## src/rtl/alu_pkg.sv

```systemverilog
// alu_pkg: op codes and FSM state encodings shared by alu_md, md_iter and the bench.
package alu_pkg;
  typedef enum logic [2:0] {
    OP_ADDU  = 3'b000,
    OP_SUBU  = 3'b001,
    OP_AND   = 3'b010,
    OP_OR    = 3'b011,
    OP_MULTU = 3'b100,
    OP_DIVU  = 3'b101,
    OP_MULT  = 3'b110,
    OP_DIV   = 3'b111
  } op_e;
  // Legacy decoder names; must track OP_ADDU/OP_SUBU.
  localparam logic [2:0] ALUOp_ADDU = 3'b000;
  localparam logic [2:0] ALUOp_SUBU = 3'b001;
  typedef enum logic [1:0] {IDLE = 2'd0, RUN = 2'd1, FIN = 2'd2} state_e;
endpackage

```

## src/rtl/md_iter.sv

```systemverilog
// md_iter: one-bit-per-cycle shift-add multiply / restoring divide on unsigned magnitudes.
// p holds {acc/remainder, multiplier/quotient}; p_next is the value after the current step.
module md_iter #(parameter int WIDTH = 32) (
  input  logic               clk,
  input  logic               rstn,
  input  logic               load,
  input  logic               step,
  input  logic               div,
  input  logic [WIDTH-1:0]   a_in,
  input  logic [WIDTH-1:0]   m_in,
  output logic [2*WIDTH-1:0] p_next
);
  logic [2*WIDTH-1:0] p_q, p_d;
  logic [WIDTH:0] sum, rem_sh;
  logic ge;
  always_comb begin
    sum    = {1'b0, p_q[2*WIDTH-1:WIDTH]} + (p_q[0] ? {1'b0, m_in} : {(WIDTH+1){1'b0}});
    rem_sh = {p_q[2*WIDTH-1:WIDTH], p_q[WIDTH-1]};
    ge     = rem_sh >= {1'b0, m_in};
    p_next = div ? {ge ? WIDTH'(rem_sh - {1'b0, m_in}) : rem_sh[WIDTH-1:0], p_q[WIDTH-2:0], ge}
                 : {sum, p_q[WIDTH-1:1]};
    p_d    = load ? {{WIDTH{1'b0}}, a_in} : step ? p_next : p_q;
  end
  always_ff @(posedge clk or negedge rstn)
    if (!rstn) p_q <= '0;
    else       p_q <= p_d;
endmodule

```

## src/rtl/alu_md.sv

```systemverilog
// alu_md: single-cycle ADDU/SUBU/AND/OR plus iterative MULTU/DIVU (done WIDTH+1 cycles after start).
// Define SIGNED_MD_EN for two's-complement MULT/DIV; otherwise ops 110/111 alias 100/101.
module alu_md
  import alu_pkg::*;
#(parameter int WIDTH = 32) (
  input  logic             clk,
  input  logic             rstn,
  input  logic             start,
  input  logic [2:0]       op,
  input  logic [WIDTH-1:0] a,
  input  logic [WIDTH-1:0] b,
  output logic [WIDTH-1:0] result,
  output logic [WIDTH-1:0] hi,
  output logic [WIDTH-1:0] lo,
  output logic             busy,
  output logic             done,
  output logic             zero
);
  localparam int CW = $clog2(WIDTH);
  state_e state_q, state_d;
  logic [CW-1:0] cnt_q, cnt_d;
  logic div_q, div_d, sc_done_q, sc_done_d, accept, last;
  logic [WIDTH-1:0] m_q, m_d, result_q, result_d, hi_q, hi_d, lo_q, lo_d;
  logic [WIDTH-1:0] alu_res, a_mag, b_mag;
  logic [2*WIDTH-1:0] p_next, md_res;

  assign accept  = start && state_q != RUN;
  assign last    = state_q == RUN && cnt_q == CW'(WIDTH-1);
  assign alu_res = op[1] ? (op[0] ? a | b : a & b) : (op[0] ? a - b : a + b);

`ifdef SIGNED_MD_EN
  // Engine runs on magnitudes; signs are captured at launch and applied to the final step.
  logic sgn, qneg_q, qneg_d, rneg_q, rneg_d;
  assign sgn    = op[2] & op[1];
  assign a_mag  = (sgn && a[WIDTH-1]) ? -a : a;
  assign b_mag  = (sgn && b[WIDTH-1]) ? -b : b;
  assign qneg_d = (accept && op[2]) ? sgn && (a[WIDTH-1] ^ b[WIDTH-1]) : qneg_q;
  assign rneg_d = (accept && op[2]) ? sgn && a[WIDTH-1] : rneg_q;
  assign md_res = div_q ? {rneg_q ? -p_next[2*WIDTH-1:WIDTH] : p_next[2*WIDTH-1:WIDTH],
                           qneg_q ? -p_next[WIDTH-1:0] : p_next[WIDTH-1:0]}
                        : (qneg_q ? -p_next : p_next);
  always_ff @(posedge clk or negedge rstn)
    if (!rstn) begin
      qneg_q <= 1'b0;
      rneg_q <= 1'b0;
    end else begin
      qneg_q <= qneg_d;
      rneg_q <= rneg_d;
    end
`else
  assign a_mag  = a;
  assign b_mag  = b;
  assign md_res = p_next;
`endif

  md_iter #(.WIDTH(WIDTH)) u_iter (
    .clk    (clk),
    .rstn   (rstn),
    .load   (accept && op[2]),
    .step   (state_q == RUN),
    .div    (div_q),
    .a_in   (a_mag),
    .m_in   (m_q),
    .p_next (p_next)
  );

  always_comb begin
    state_d   = (state_q == FIN) ? IDLE : state_q;
    cnt_d     = cnt_q + 1'b1;
    div_d     = div_q;
    m_d       = m_q;
    result_d  = (accept && !op[2]) ? alu_res : result_q;
    sc_done_d = accept && !op[2];
    {hi_d, lo_d} = last ? md_res : {hi_q, lo_q};
    if (accept && op[2]) begin
      state_d = RUN;
      cnt_d   = '0;
      div_d   = op[0];
      m_d     = b_mag;
    end
    if (last) state_d = FIN;
  end

  always_ff @(posedge clk or negedge rstn)
    if (!rstn) begin
      state_q   <= IDLE;
      cnt_q     <= '0;
      div_q     <= 1'b0;
      m_q       <= '0;
      result_q  <= '0;
      hi_q      <= '0;
      lo_q      <= '0;
      sc_done_q <= 1'b0;
    end else begin
      state_q   <= state_d;
      cnt_q     <= cnt_d;
      div_q     <= div_d;
      m_q       <= m_d;
      result_q  <= result_d;
      hi_q      <= hi_d;
      lo_q      <= lo_d;
      sc_done_q <= sc_done_d;
    end

  assign result = result_q;
  assign hi     = hi_q;
  assign lo     = lo_q;
  assign busy   = state_q == RUN;
  assign done   = state_q == FIN || sc_done_q;
  assign zero   = a == b;
endmodule

```

## config.mk

```make
export PLATFORM = sky130hd
export DESIGN_NAME = alu_md
export DESIGN_NICKNAME = d
export VERILOG_FILES = /design/src/rtl/alu_pkg.sv /design/src/rtl/md_iter.sv /design/src/rtl/alu_md.sv
export SDC_FILE = /design/constraint.sdc
export NUM_CORES = 1
export LEC_CHECK = 0
export BUFFER_PORTS_ARGS = -buffer_cell sky130_fd_sc_hd__buf_4
export CAP_MARGIN = 20
export CORE_ASPECT_RATIO = 0.8
export CORE_MARGIN = 2
export CORE_UTILIZATION = 35
export CTS_CLUSTER_DIAMETER = 60
export DETAILED_ROUTE_END_ITERATION = 6
export PLACE_DENSITY = 0.61
export SLEW_MARGIN = 20
export SYNTH_ARGS = -nofsm -noshare
export SYNTH_HDL_FRONTEND = slang
export SYNTH_SLANG_ARGS = --single-unit
```

## constraint.sdc

```tcl
create_clock -name clk -period 5.45 [get_ports clk]
set_input_delay 0.545 -clock clk [delete_from_list [all_inputs] [get_ports clk]]
set_output_delay 0.545 -clock clk [all_outputs]
set_load 0.02 [all_outputs]
```

### Word level (Yosys, flattened, before mapping)

Index checks and enable logic that the tools add are counted.

* reductions and logical operators: 8
* equality and inequality tests: 5
* add/subtract/negate cells: 5
* $lt $le $gt $ge: 1
* bitwise gates (word level): 2
* mux-type cells: 12

Operators by type and width (number)
* $mux 64: 3
* $mux 32: 5
* $sub 32x32->32: 2
* $add 32x32->33: 1
* $ge 33x32->1: 1
* $add 32x32->32: 1
* $and 32x32->32: 1
* $eq 32x32->1: 1
* $or 32x32->32: 1
* $mux 2: 3
* $add 5x1->5 const B: 1
* $eq 5x5->1 const B: 1
* $mux 5: 1
* $logic_and 1x1->1: 4
* $reduce_bool 3->1: 1
* $eq 2x1->1 const B: 1
* $eq 2x2->1 const B: 1
* $ne 2x1->1 const B: 1
* $reduce_bool 2->1: 1
* $logic_not 1->1: 1
* $logic_or 1x1->1: 1

* bits in registers: 201
* bits of input ports: 70
* logic and storage cells: 42

### Depth between registers and ports, before layout

* word-level depth: 5
* mapped depth: 15
* mapped depth without buffers: 14

### Cells and area by module

A second synthesis with hierarchy kept.

* cells, all modules: 2051
* area total of the unflattened synthesis: 17211.5 um2

Modules (own cells, without submodules)
* alu_md: cells each 1097, area an instance 9684.3 um2, times used 1
* md_iter: cells each 954, area an instance 7527.2 um2, times used 1

### Least setup slack after synthesis

No wires, ideal clock.

* kind: register to register
* from: register u_iter.p_q[0]
* to: register u_iter.p_q[63]
* arrival: 3.151 ns
* cell stages (with the launch flop): 15
* period minus slack after synthesis: 3.285 ns
* path slack: 2.165 ns
* path buffers: 1
* cells stage by stage: dfrtp_1 -> clkbuf_1 -> and2_1 -> ha_1 -> fa_1 -> a211oi_1 -> o21ai_0 -> a21oi_1 -> o31ai_1 -> a21oi_1 -> o31ai_1 -> a31oi_1 -> nor3_1 -> nor4b_1 -> o31ai_1

* word-level cells in the longest chain between the ends: 5

RTL lines
* start, declared: line md_iter.sv:13 `logic [2*WIDTH-1:0] p_q, p_d;`
* start signal, assigned: line md_iter.sv:26 `else p_q <= p_d;`
* $mux 32: line md_iter.sv:17 `sum = {1'b0, p_q[2*WIDTH-1:WIDTH]} + (p_q[0] ? {1'b0, m_in} : {(WIDTH+1){1'b0}});`
* $add 32x32->33: line md_iter.sv:17
* $mux 64: line md_iter.sv:20 `p_next = div ? {ge ? WIDTH'(rem_sh - {1'b0, m_in}) : rem_sh[WIDTH-1:0], p_q[WIDTH-2:0], ge}`
* $mux 64 (2 in a row): line md_iter.sv:22 `p_d = load ? {{WIDTH{1'b0}}, a_in} : step ? p_next : p_q;`

Every way passes these cells. The select of a mux whose other input is x is not followed.
A chain may end at the register's enable or synchronous reset.

### Worst setup path after layout

* from: register u_iter.p_q[0]
* to: register hi_q[31], in the netlist hi[31]

* word-level cells in the longest chain between the ends: 3

RTL lines
* $mux 32: line md_iter.sv:17
* $add 32x32->33: line md_iter.sv:17
* $mux 64: line md_iter.sv:20
* end signal, assigned: line alu_md.sv:100 `hi_q <= hi_d;`
* end, declared: line alu_md.sv:23 `logic [WIDTH-1:0] m_q, m_d, result_q, result_d, hi_q, hi_d, lo_q, lo_d;`

Every way passes these cells.

==> flow_summary_export.csv <==
group,metric,value,unit
run_status,status,"finished clean",
global_route,grt_max_degree,107,
route,highest_layer,"met5",
route,drtIter0Drc,1259,
cts,cts-root-buf,"clkbuf_16",
route,routed_wirelength,55300,µm
synth,synth_nets,2236,
synth,synth_area,16300,µm²
timing,worst_pin_slew,1.01,ns
setup_path,start_kind,"flop",
cts,clock-sinks,201,
timing,hold_viol,0,
route,ant_nets,0,
layout,layout.nets,2340,
route,routedWlPerCell,20.2,µm
floorplan,rows,70,
global_route,grt-ovfl-total,0,
synth,synthAdderAreaFrac,12.8,%
synth,synth_top_area_cell,"dfrtp_1",
cts,hold_buffers,0,
synth,async_flop_share,100,%
setup_path,critPathKind,"reg2reg",
route,wl_met1,26800,µm
layout,layout-drive-gt1-share,12.5,%
floorplan,start_util,35.6,%
setup_path,crit_arrival,4.91,ns
global_route,grtUsageTotal,22.4,%
route,firstDrtPassIters,5,
timing,slew_viol_final,0,
run,drv_cap,0,
layout,syn_to_final_growth,16.1,%
cts,clk_latency,0.55,ns
synth,synth-main-ff-cell,"dfrtp_1",
placed_design,numPortBuffers,168,
route,drc_errors,0,
synth,ys_seq_elements,201,
synth,yosysSeqAreaShare,30.8,%
synth,synth_common_cells,"261 x nand2_1, 208 x o21ai_0, 201 x dfrtp_1",
cts,cts.path.max_buffers,3,
synth,yosysUniqueCellTypes,72,
synth,yosys_warnings,0,
pwr,ir_worst_vdd,349,µV
layout,multi_input_area,10400,µm²
layout,final_util,41.3,%
route,route.met3.wl,3510,µm
pwr,powerDensity,670,nW/µm²
layout,fillers,4697,
cts,cts_setup_buffers,0,
route,detail_route.vias_per_cell,5.55,
pwr,leakagePower,8.94,nW
setup_path,r2r_start,"u_iter.p_q[0]",
global_route,grt_first_pass_wirelength,85100,µm
timing,maxSlewHeadroom,32.4,%
synth,synth.avg_cell_area,8.16,µm²
cts,cts_tree,"done",
synth,synthSimpleGateAreaFrac,16.2,%
timing,setup_viol_count_final,0,
cts,cts_made_buffers,25,
synth,synth-xor-area-share,4.40,%
timing,rsz0062_at_grt,"false",
setup_path,ff2ff_setup_slack,0.93,ns
layout,seq_area,5030,µm²
floorplan,ios,169,
floorplan,core-area,45900,µm²
setup_path,cp_max_fo,20,
global_route,grt_pass1_vias,14437,
worst_hold_path,min_path_type,"in2async",
floorplan,die_w,246,µm
timing,period_minus_slack,4.52,ns
layout,num_antenna_cells,0,
synth,yosysMostFrequentCell,"nand2_1",
placed_design,hpwl,42100,µm
cts,cts.htree.levels,1,
setup_path,required,5.84,ns
route,route.met2.wl,23600,µm
synth,synth_compound_area_share,24.0,%
timing,finClkSkew,0.00748,ns
synth,synthCells,2001,
global_route,antenna_found_initial,2,
floorplan,die-area,48400,µm²
cts,postCtsResizedCells,0,
timing,fin_tns_setup,0,ns
synth,synth_mux_area_share,5.83,%
timing,fin_crit_sh,82.9,%
synth,synth_top_family_by_area,"compound AO/OA/AOI/OAI gates",
synth,synth_edf_count,0,
route,vias,15176,
cts,path_clk_slew,0.06,ns
synth,synth_top_area_share,30.8,%
timing,fmax,0.221,GHz
setup_path,startpoint,"u_iter.p_q[0]",
floorplan,die_h,197,µm
synth,synth.area.top_cells,"dfrtp_1 31%, ha_1 12%, o21ai_0 6.4%, nand2_1 6.0%, a21oi_1 4.8%",
setup_path,crit_path_end_kind,"flop",
placed_design,routabilityCongestion,0.935,
flip-flops by register name (all words and copies together), names as in the netlist:
| register | flops |
|---|---|
| result | 32 |
| u_iter.p_q | 64 |
| hi | 32 |
| sc_done_q | 1 |
| m_q | 32 |
| state_q | 2 |
| lo | 32 |
| cnt_q | 5 |
| div_q | 1 |
final timing paths:
| kind | to | cells past startpoint |
|---|---|---|
| worst max-delay path | hi[31] | 13 |
| worst min-delay path | hi[7] | 1 |
| worst max register to register | hi[31] | 13 |
| worst min register to register | cnt_q[0] | 1 |
| max in group asynchronous | div_q | 2 |
| min in group clk | m_q[19] | 3 |
layout by cell type, fill, tap and decap left out, drive strengths merged, types with 7 or more instances in the layout:
cell and n:
nand2 261, o21ai 209, dfrtp 201, buf 184
ha 161, a21oi 157, inv 147, nor2 120
mux2i 67, xnor2 53, nand3 44, a21o 41
and2 39, nor3 36, o221ai 32, xor2 29
clkbuf 29, mux2 25, o211ai 20, o21bai 20
o31ai 17, a31oi 14, nor2b 14, o2bb2ai 14
and3 13, nor4 12, nand4 11, o21a 10
a211oi 10, nand2b 10, o31a 7, or3 7
routing by layer:
layer	global-route usage, %	vias to the layer above
met2	33.2	495
met4	5.81	2
met5	0	-
met1	33.2	7321
li1	-	7289
met3	3.79	69
power by group:
part | leakage [nW] | internal (mW) | switching [mW]
Clock | 0.426 | 1.12 | 0.702
Combinational | 5.98 | 3.27 | 4.77
Sequential | 2.53 | 2.21 | 0.634
metrics by stage:
step           area, µm²  power [mW]  setup WS, ns  instances  hold WS, ns
2_1_floorplan      16300        8.45          2.17       2001        0.249
3_3_place_gp       18100        10.7          1.16       2690        0.449
3_5_place_dp       18100        10.8          1.06       2690        0.455
4_1_cts            19000        12.7          1.03       2733       0.0845
5_1_grt            19000        13.7         0.664       2733        0.128
6_report           19000        12.7         0.929       2733       0.0598
worst max-delay path: stages (launching register included):
cell and delay [ns]:
dfrtp_1 0.57, buf_4 0.31, and2_1 0.22, fa_1 0.48
a211oi_1 0.40, o21ai_0 0.24, a21oi_1 0.34, o31ai_1 0.23
a21oi_1 0.41, o31ai_1 0.20, a31oi_1 0.31, nor3_1 0.10
nor4b_1 0.42, o31ai_1 0.12
cells by family after synthesis:
kind of cell,after synthesis
AOI/OAI and AO/OA,623
xor gates and xnor gates,82
adders and majority gates,165
buffers and inverters,252
DFF,201
muxes,92
and+or+nand+nor,586
layout make-up:
cell class                 count  area share [%]
clock buffer                  29            3.38
clock inverter                14            1.21
inverter                     145            2.87
multi-input combinational   1548            54.6
sequential                   201            26.6
tap                          612            4.04
timing repair buffer         184            7.33
(Power assumes the default switching activity.)
